### config.mk
export PLATFORM = sky130hd
export DESIGN_NAME = axis_hsmooth3
export DESIGN_NICKNAME = d
export VERILOG_FILES = /design/src/rtl/axis_hsmooth3.sv
export SDC_FILE = /design/constraint.sdc
export NUM_CORES = 1
export LEC_CHECK = 0
export CAP_MARGIN = 20
export CORE_ASPECT_RATIO = 1.2
export CORE_UTILIZATION = 32
export DETAILED_ROUTE_END_ITERATION = 12
export GPL_TIMING_DRIVEN = 1
export MAX_ROUTING_LAYER = met4
export SETUP_SLACK_MARGIN = 0.05
export SYNTH_ARGS = -nofsm -noshare
export SYNTH_HDL_FRONTEND = slang
export SYNTH_SLANG_ARGS = --single-unit
export TNS_END_PERCENT = 100
### constraint.sdc
create_clock -name clk_i -period 3.9 [get_ports clk_i]
set_input_delay 0.78 -clock clk_i [delete_from_list [all_inputs] [get_ports clk_i]]
set_output_delay 0.78 -clock clk_i [all_outputs]
set_load 0.01 [all_outputs]
### src/rtl/axis_hsmooth3.sv
// Horizontal [1 2 1]/4 smoothing stage for an AXI-Stream raster, one pixel per beat.
// Replicate padding at line edges; the frame-end marker is carried through to the output.
module axis_hsmooth3 #(
    parameter int IMG_WIDTH   = 640,
    parameter int INPUT_BITS  = 8,
    parameter int OUTPUT_BITS = 8
) (
    input  logic                   clk_i,
    input  logic                   rstn_i,
    input  logic [INPUT_BITS-1:0]  axis_m_data_i,
    input  logic                   axis_m_valid_i,
    output logic                   axis_m_ready_o,
    input  logic                   axis_m_last_i,
    output logic [OUTPUT_BITS-1:0] axis_s_data_o,
    output logic                   axis_s_valid_o,
    input  logic                   axis_s_ready_i,
    output logic                   axis_s_last_o
);

    localparam int CW = $clog2(IMG_WIDTH + 1);
    localparam int SW = INPUT_BITS + 2;

    generate
        if (IMG_WIDTH < 2) begin : g_bad_width
            $error("axis_hsmooth3: IMG_WIDTH must be at least 2");
        end
        if (OUTPUT_BITS < INPUT_BITS) begin : g_bad_out_bits
            $error("axis_hsmooth3: OUTPUT_BITS must be at least INPUT_BITS");
        end
    endgenerate

    typedef enum logic [1:0] {
        FILL  = 2'd0,
        RUN   = 2'd1,
        FLUSH = 2'd2
    } state_t;

    state_t                state_q, state_d;
    logic [CW-1:0]         col_q, col_d;
    logic [INPUT_BITS-1:0] prev_q, prev_d;
    logic [INPUT_BITS-1:0] cur_q, cur_d;
    logic                  pend_last_q, pend_last_d;

    logic                  slot_free;
    logic                  accept;
    logic                  out_load;
    logic [INPUT_BITS-1:0] out_pix;
    logic                  out_last;
    logic [SW-1:0]         sum_run;
    logic [SW-1:0]         sum_flush;

    assign slot_free      = !axis_s_valid_o || axis_s_ready_i;
    assign axis_m_ready_o = rstn_i && ((state_q == FILL) || (state_q == RUN && slot_free));
    assign accept         = axis_m_valid_i && axis_m_ready_o;

    // Worst case is 4*max+2, which fits SW bits; +2 rounds half up before the >>2.
    assign sum_run   = SW'(prev_q) + (SW'(cur_q) << 1) + SW'(axis_m_data_i) + SW'(2);
    assign sum_flush = SW'(prev_q) + (SW'(cur_q) << 1) + SW'(cur_q) + SW'(2);

    always_comb begin
        // NOTE: every signal gets a default first so no path leaves it unassigned (no latch).
        state_d     = state_q;
        col_d       = col_q;
        prev_d      = prev_q;
        cur_d       = cur_q;
        pend_last_d = pend_last_q;
        out_load    = 1'b0;
        out_pix     = '0;
        out_last    = 1'b0;

        case (state_q)
            FILL: begin
                if (accept) begin
                    prev_d      = axis_m_data_i;
                    cur_d       = axis_m_data_i;
                    col_d       = CW'(1);
                    pend_last_d = axis_m_last_i;
                    state_d     = axis_m_last_i ? FLUSH : RUN;
                end
            end
            RUN: begin
                if (accept) begin
                    out_load = 1'b1;
                    out_pix  = sum_run[SW-1:2];
                    prev_d   = cur_q;
                    cur_d    = axis_m_data_i;
                    col_d    = col_q + CW'(1);
                    if (col_q == CW'(IMG_WIDTH - 1) || axis_m_last_i) begin
                        pend_last_d = axis_m_last_i;
                        state_d     = FLUSH;
                    end
                end
            end
            FLUSH: begin
                // Line-end pixel: the missing right neighbour is replaced by the pixel itself.
                if (slot_free) begin
                    out_load    = 1'b1;
                    out_pix     = sum_flush[SW-1:2];
                    out_last    = pend_last_q;
                    col_d       = '0;
                    pend_last_d = 1'b0;
                    state_d     = FILL;
                end
            end
            default: state_d = FILL;
        endcase
    end

    // NOTE: sequential state uses non-blocking assignments so every register samples pre-edge values.
    always_ff @(posedge clk_i or negedge rstn_i) begin
        if (!rstn_i) begin
            state_q     <= FILL;
            col_q       <= '0;
            prev_q      <= '0;
            cur_q       <= '0;
            pend_last_q <= 1'b0;
        end else begin
            state_q     <= state_d;
            col_q       <= col_d;
            prev_q      <= prev_d;
            cur_q       <= cur_d;
            pend_last_q <= pend_last_d;
        end
    end

    // Output register only changes when empty or being accepted.
    always_ff @(posedge clk_i or negedge rstn_i) begin
        if (!rstn_i) begin
            axis_s_valid_o <= 1'b0;
            axis_s_last_o  <= 1'b0;
            axis_s_data_o  <= '0;
        end else if (out_load) begin
            axis_s_valid_o <= 1'b1;
            axis_s_last_o  <= out_last;
            axis_s_data_o  <= OUTPUT_BITS'(out_pix);
        end else if (axis_s_ready_i) begin
            axis_s_valid_o <= 1'b0;
            axis_s_last_o  <= 1'b0;
        end
    end

endmodule

==> impl_metrics.csv, run 1 <==
group,metric,value,unit
route,firstDrtPassIters,4,
worst_setup_path,timing.critical_path.arrival,3700,ps
yosys,yosys_most_used_dff,"sky130_fd_sc_hd__dfrtp_1",
cts,ctsRootBufferMaster,"sky130_fd_sc_hd__clkbuf_8",
finish,num-nets-final,398,
placed_design,dp.final_hpwl,5020,um
timing,setup_viol_count_final,0,
floorplanning,initial_core_util,32.9,%
timing,drv_slew,0,
cts,tritoncts,"built",
worst_setup_path,critical_path.max_fanout,5,
run_status,run_status,"completed",
yosys,synthesis.area,2980,um^2
yosys,number_of_synthesized_flops_with_an_enable_pin,0,
floorplanning,ioPinCount,24,
placed_design,gp_congestion,0.828,
cts,tritoncts_num_sinks,39,
worst_setup_path,timing.critical_path.required,4070,ps
timing,finalHoldViolCount,0,
floorplanning,fp.dieH,108,um
yosys,async_flop_share,100,%
cts,cts_post_setup_buffers_inserted,0,
global_route,vias_in_the_first_global_route,2374,
placed_design,buffer_ports.inserted,23,
timing,fin_worst_hold_slack,337,ps
floorplanning,fp.dieArea,9690,um^2
timing,worst_clock_skew,9.55,ps
route,drt_drc_violations_left,0,
worst_setup_path,timing.critical_path.to_type,"flip-flop",
route,detailroute.via_count,2401,
cts,cts_max_path_buffers,2,
finish,layout_commonest_cell,"sky130_fd_sc_hd__ha_1",
timing,unrepaired_setup_endpoints_after_global_routing,"false",
timing,final.period_utilization,90.7,%
worst_setup_path,reg2regPathDepth,14,
yosys,yosys.area.top_type_share,32.8,%
cts,cts-hold-fix-buffers,0,
worst_setup_path,start_kind,"flip-flop",
timing,max_freq,283,MHz
cts,clk-insertion-delay-late,300,ps
finish,drive_above_1_share,7.58,%
yosys,post-synth-top-area-cell,"sky130_fd_sc_hd__dfrtp_1",
route,wl_per_cell,13.9,um
job,number_of_max_cap_violations,0,
yosys,syn_nets,372,
timing,fin_tns_setup,0,ps
route,wirelength,6460,um
floorplanning,core-area,9030,um^2
yosys,synthDistinctLibCells,50,
timing,final_period_minus_worst_setup_slack,3540,ps
global_route,grt_first_pass_wirelength,11000,um
yosys,synth_cells,316,
route,detail_route.iter0.violations,71,
finish,utilization,38.0,%
global_route,largest_net_degree_at_the_start_of_global_routing,32,
timing,max_slew_margin,49.3,%
floorplanning,floorplan.die.width,90.0,um
global_route,grt_antenna_before_repair,1,
timing,worst_pin_slew,756,ps
yosys,seq_area_frac_synth,32.8,%
cts,cts_htree_levels,2,
yosys,ys_top_cells_by_area,"sky130_fd_sc_hd__dfrtp_1, sky130_fd_sc_hd__ha_1, sky130_fd_sc_hd__o21ai_0",
hold_path,hold_class,"primary input to asynchronous set/reset pin",
yosys,syn_avg_cell_area,9.42,um^2
cts,clk_pin_slew,90,ps
route,postRouteAntennaNets,0,
finish,commonest_non_fill_non_tap_cells_in_the_layout,"sky130_fd_sc_hd__ha_1, sky130_fd_sc_hd__dfrtp_1, sky130_fd_sc_hd__nor2_1",
floorplanning,number_of_rows_in_the_core_area,38,
yosys,synth-warning-count,0,
global_route,globalRoute.totalOverflow,0,
cts,post_cts.resized_instances,0,
finish,areaGrowthSynthToFinish,15.3,%
yosys,ys_seq_elements,39,
cts,tritoncts.num_buffers,5,
worst_setup_path,worst-setup-path-type,"flip-flop to flip-flop",
global_route,globalRouteTotalUtil,14.6,%
route,viasPerCell,5.17,
[area by class of cell]
cell class                 count  area, um^2
sequential                    39         976
fill                         938        5600
timing repair buffer          27         255
multi-input combinational    260        1930
clock buffer                   5        68.8
clock inverter                 3        15.0
antenna                        1        2.50
tap                          120         150
inverter                       9        33.8
[sequential cells by signal (all words and copies together) (netlist names)]
register        flops
axis_s_valid_o      1
col_q              10
axis_s_data_o       8
prev_q              8
axis_s_last_o       1
pend_last_q         1
cur_q               8
state_q             2
[Yosys cell counts (2+ instances only)]
cell,n
sky130_fd_sc_hd__a22o_1,6
sky130_fd_sc_hd__a22oi_1,2
sky130_fd_sc_hd__nand3_1,10
sky130_fd_sc_hd__buf_2,4
sky130_fd_sc_hd__o21a_1,6
sky130_fd_sc_hd__xor2_1,7
sky130_fd_sc_hd__dfrtp_1,39
sky130_fd_sc_hd__clkbuf_1,4
sky130_fd_sc_hd__a211oi_1,4
sky130_fd_sc_hd__nor3_1,2
sky130_fd_sc_hd__mux2i_1,8
sky130_fd_sc_hd__o31ai_1,8
sky130_fd_sc_hd__a31oi_1,3
sky130_fd_sc_hd__o211ai_1,3
sky130_fd_sc_hd__and4b_1,2
sky130_fd_sc_hd__or3_1,3
sky130_fd_sc_hd__xnor2_1,8
sky130_fd_sc_hd__a21o_1,4
sky130_fd_sc_hd__nand2b_1,6
sky130_fd_sc_hd__and3_1,6
sky130_fd_sc_hd__o21ai_0,24
sky130_fd_sc_hd__nand2_1,24
sky130_fd_sc_hd__nor2b_1,4
sky130_fd_sc_hd__o21ai_1,3
sky130_fd_sc_hd__nor2_1,28
sky130_fd_sc_hd__inv_1,9
sky130_fd_sc_hd__ha_1,40
sky130_fd_sc_hd__a21oi_1,18
sky130_fd_sc_hd__fa_1,3
sky130_fd_sc_hd__mux2_2,8
[metal layers]
| layer | vias to the layer above | wire length [um] | global-route usage (%) |
|---|---|---|---|
| met3 | 9 | 203 | 2.61 |
| met5 | - | 0 | - |
| met4 | 0 | 92 | 4.15 |
| met2 | 36 | 3270 | 26.6 |
| li1 | 1217 | - | - |
| met1 | 1139 | 2890 | 16.3 |
[metrics by stage]
| stage | area (um^2) | worst slack (ps) | cells |
|---|---|---|---|
| final | 3430 | 364 | 464 |
| after global placement | 3350 | 420 | 455 |
| after global routing | 3430 | 152 | 464 |
| after CTS | 3430 | 370 | 463 |
| after detailed placement | 3350 | 383 | 455 |
| after floorplan | 2980 | 582 | 316 |
[critical path, cell delays in order (launching register included)]
cell and delay [ps]:
sky130_fd_sc_hd__dfrtp_1 420, sky130_fd_sc_hd__ha_1 230, sky130_fd_sc_hd__fa_1 400, sky130_fd_sc_hd__a21o_1 210, sky130_fd_sc_hd__a21oi_1 140, sky130_fd_sc_hd__nor2b_1 90
sky130_fd_sc_hd__o21a_1 170, sky130_fd_sc_hd__nor2_1 110, sky130_fd_sc_hd__xnor2_1 170, sky130_fd_sc_hd__ha_1 280, sky130_fd_sc_hd__ha_1 230, sky130_fd_sc_hd__or4_1 500
sky130_fd_sc_hd__o22ai_1 170, sky130_fd_sc_hd__xor2_1 160, sky130_fd_sc_hd__o221ai_1 120
[cells by family (layout without fill, tap and decap cells)]
| family | after synthesis | after routing | share of synthesized area [%] |
|---|---|---|---|
| compound gates | 93 | 93 | 20.4 |
| simple gates | 93 | 93 | 15.6 |
| fa+ha+maj | 43 | 43 | 18.8 |
| flops | 39 | 39 | 32.8 |
| buf+inv | 17 | 44 | 2.31 |
| mux | 16 | 16 | 5.72 |
| xor+xnor | 15 | 15 | 4.42 |
| other cells | 0 | 1 | 0 |
[final timing paths]
check	end	slack, ps	start
max	axis_s_data_o[7]	360	cur_q[0]
min	axis_s_last_o	340	rstn_i
max reg2reg	axis_s_data_o[7]	360	cur_q[0]
min reg2reg	axis_s_data_o[1]	490	axis_s_data_o[1]
max in group asynchronous	cur_q[4]	2870	rstn_i
min in group clk_i	axis_s_data_o[1]	490	axis_s_data_o[1]
Power of run 1 is not shown: default switching activity piles up to over one toggle a cycle in this logic, so the estimate is an artifact.
==> run 2: changes to the inputs <==
--- a/config.mk
+++ b/config.mk
@@ -8,6 +8,7 @@
 export CAP_MARGIN = 20
 export CORE_ASPECT_RATIO = 1.2
 export CORE_UTILIZATION = 32
+export CTS_BUF_LIST = sky130_fd_sc_hd__clkbuf_16
 export DETAILED_ROUTE_END_ITERATION = 12
 export GPL_TIMING_DRIVEN = 1
 export MAX_ROUTING_LAYER = met4
==> impl_metrics.csv, run 2 (same netlist as run 1, synthesis figures left out) <==
group,metric,value,unit
run_status,run_status,"completed",
finish,num-nets-final,398,
route,wirelength,6450,um
placed_design,dp.final_hpwl,5020,um
cts,cts-hold-fix-buffers,0,
global_route,grt_first_pass_wirelength,10900,um
route,wl_per_cell,13.9,um
finish,filler_cell_count,934,
route,drt_drc_violations_left,0,
worst_setup_path,r2r_slack,370,ps
finish,number_of_flip_flops_in_the_largest_register,10,
floorplanning,ioPinCount,24,
floorplanning,initial_core_util,32.9,%
finish,layout_commonest_cell,"sky130_fd_sc_hd__ha_1",
worst_setup_path,timing.critical_path.to_type,"flip-flop",
worst_setup_path,critical_path.max_fanout,5,
cts,tritoncts,"built",
finish,areaGrowthSynthToFinish,17.2,%
floorplanning,fp.dieArea,9690,um^2
cts,cts_post_setup_buffers_inserted,0,
finish,finish.cell_count_without_fillers,464,
cts,cts_htree_levels,2,
floorplanning,fp.dieH,108,um
timing,worst_clock_skew,6.45,ps
cts,clk_pin_slew,60,ps
timing,finalHoldViolCount,0,
cts,tritoncts.num_buffers,5,
worst_setup_path,start_kind,"flip-flop",
placed_design,post-place-cells,455,
placed_design,gp_congestion,0.828,
route,detail_route.iter0.violations,64,
global_route,globalRouteTotalUtil,14.5,%
global_route,grt_antenna_before_repair,1,
global_route,vias_in_the_first_global_route,2367,
timing,max_freq,283,MHz
finish,commonest_non_fill_non_tap_cells_in_the_layout,"sky130_fd_sc_hd__ha_1, sky130_fd_sc_hd__dfrtp_1, sky130_fd_sc_hd__nor2_1",
placed_design,buffer_ports.inserted,23,
route,firstDrtPassIters,4,
global_route,largest_net_degree_at_the_start_of_global_routing,32,
hold_path,hold_class,"primary input to asynchronous set/reset pin",
floorplanning,floorplan.die.width,90.0,um
floorplanning,number_of_rows_in_the_core_area,38,
timing,setup_viol_count_final,0,
timing,worst_pin_slew,741,ps
worst_setup_path,timing.critical_path.required,4050,ps
worst_setup_path,timing.critical_path.arrival,3690,ps
route,detailroute.via_count,2388,
job,number_of_max_cap_violations,0,
route,viasPerCell,5.15,
global_route,globalRoute.totalOverflow,0,
cts,ctsRootBufferMaster,"sky130_fd_sc_hd__clkbuf_16",
timing,final_period_minus_worst_setup_slack,3530,ps
finish,drive_above_1_share,7.58,%
timing,max_slew_margin,50.3,%
finish,top_register,"col_q",
timing,fin_tns_setup,0,ps
timing,final.period_utilization,90.6,%
route,postRouteAntennaNets,0,
timing,drv_slew,0,
cts,clk-insertion-delay-late,280,ps
cts,post_cts.resized_instances,0,
timing,unrepaired_setup_endpoints_after_global_routing,"false",
cts,tritoncts_num_sinks,39,
cts,cts_max_path_buffers,2,
floorplanning,core-area,9030,um^2
worst_setup_path,worst-setup-path-type,"flip-flop to flip-flop",
[run 2: cell counts in the layout (fill, tap and decap cells not counted)]
No cell type changed its count.
[run 2: cell type report]
type / instances / area, um^2 / area share [%]
Clock inverter: 3 / 15.0 / 0.430
Inverter: 9 / 33.8 / 0.968
Antenna cell: 1 / 2.50 / 0.0717
Multi-Input combinational cell: 260 / 1930 / 55.3
Timing Repair Buffer: 27 / 255 / 7.32
Clock buffer: 5 / 125 / 3.59
Tap cell: 120 / 150 / 4.30
Sequential cell: 39 / 976 / 28.0
[run 2: path summary, 6_finish.rpt]
kind / start / endpoint / cells past startpoint
setup / recovery: cur_q[0] / axis_s_data_o[7] / 14
hold / removal: rstn_i / axis_s_valid_o / 1
setup reg to reg: cur_q[0] / axis_s_data_o[7] / 14
hold reg to reg: axis_s_data_o[1] / axis_s_data_o[1] / 2
max in group asynchronous: rstn_i / prev_q[0] / 2
min in group clk_i: axis_s_data_o[1] / axis_s_data_o[1] / 2
[run 2: through the flow]
step / setup slack, ps / utilization, % / hold slack, ps / instance area (um^2)
CTS: 372 / 38.6 / 371 / 3490
global placement: 420 / 37.0 / 473 / 3350
global route: 156 / 38.6 / 371 / 3490
floorplan: 582 / - / 462 / 2980
finish: 369 / 38.6 / 360 / 3490
detailed placement: 383 / 37.0 / 476 / 3350
[run 2: routing by layer]
metal	routed length [um]	GRT usage, %
met2	3200	26.5
met4	110	4.61
met1	2950	16.2
met5	0	-
met3	183	2.40
[run 2: critical path, stage by stage (launching register included)]
cell,delay [ps]
sky130_fd_sc_hd__dfrtp_1,420
sky130_fd_sc_hd__ha_1,230
sky130_fd_sc_hd__fa_1,400
sky130_fd_sc_hd__a21o_1,210
sky130_fd_sc_hd__a21oi_1,140
sky130_fd_sc_hd__nor2b_1,90
sky130_fd_sc_hd__o21a_1,170
sky130_fd_sc_hd__nor2_1,110
sky130_fd_sc_hd__xnor2_1,170
sky130_fd_sc_hd__ha_1,280
sky130_fd_sc_hd__ha_1,230
sky130_fd_sc_hd__or4_1,500
sky130_fd_sc_hd__o22ai_1,170
sky130_fd_sc_hd__xor2_1,160
sky130_fd_sc_hd__o221ai_1,120
Power of run 2 is left out for the same reason.
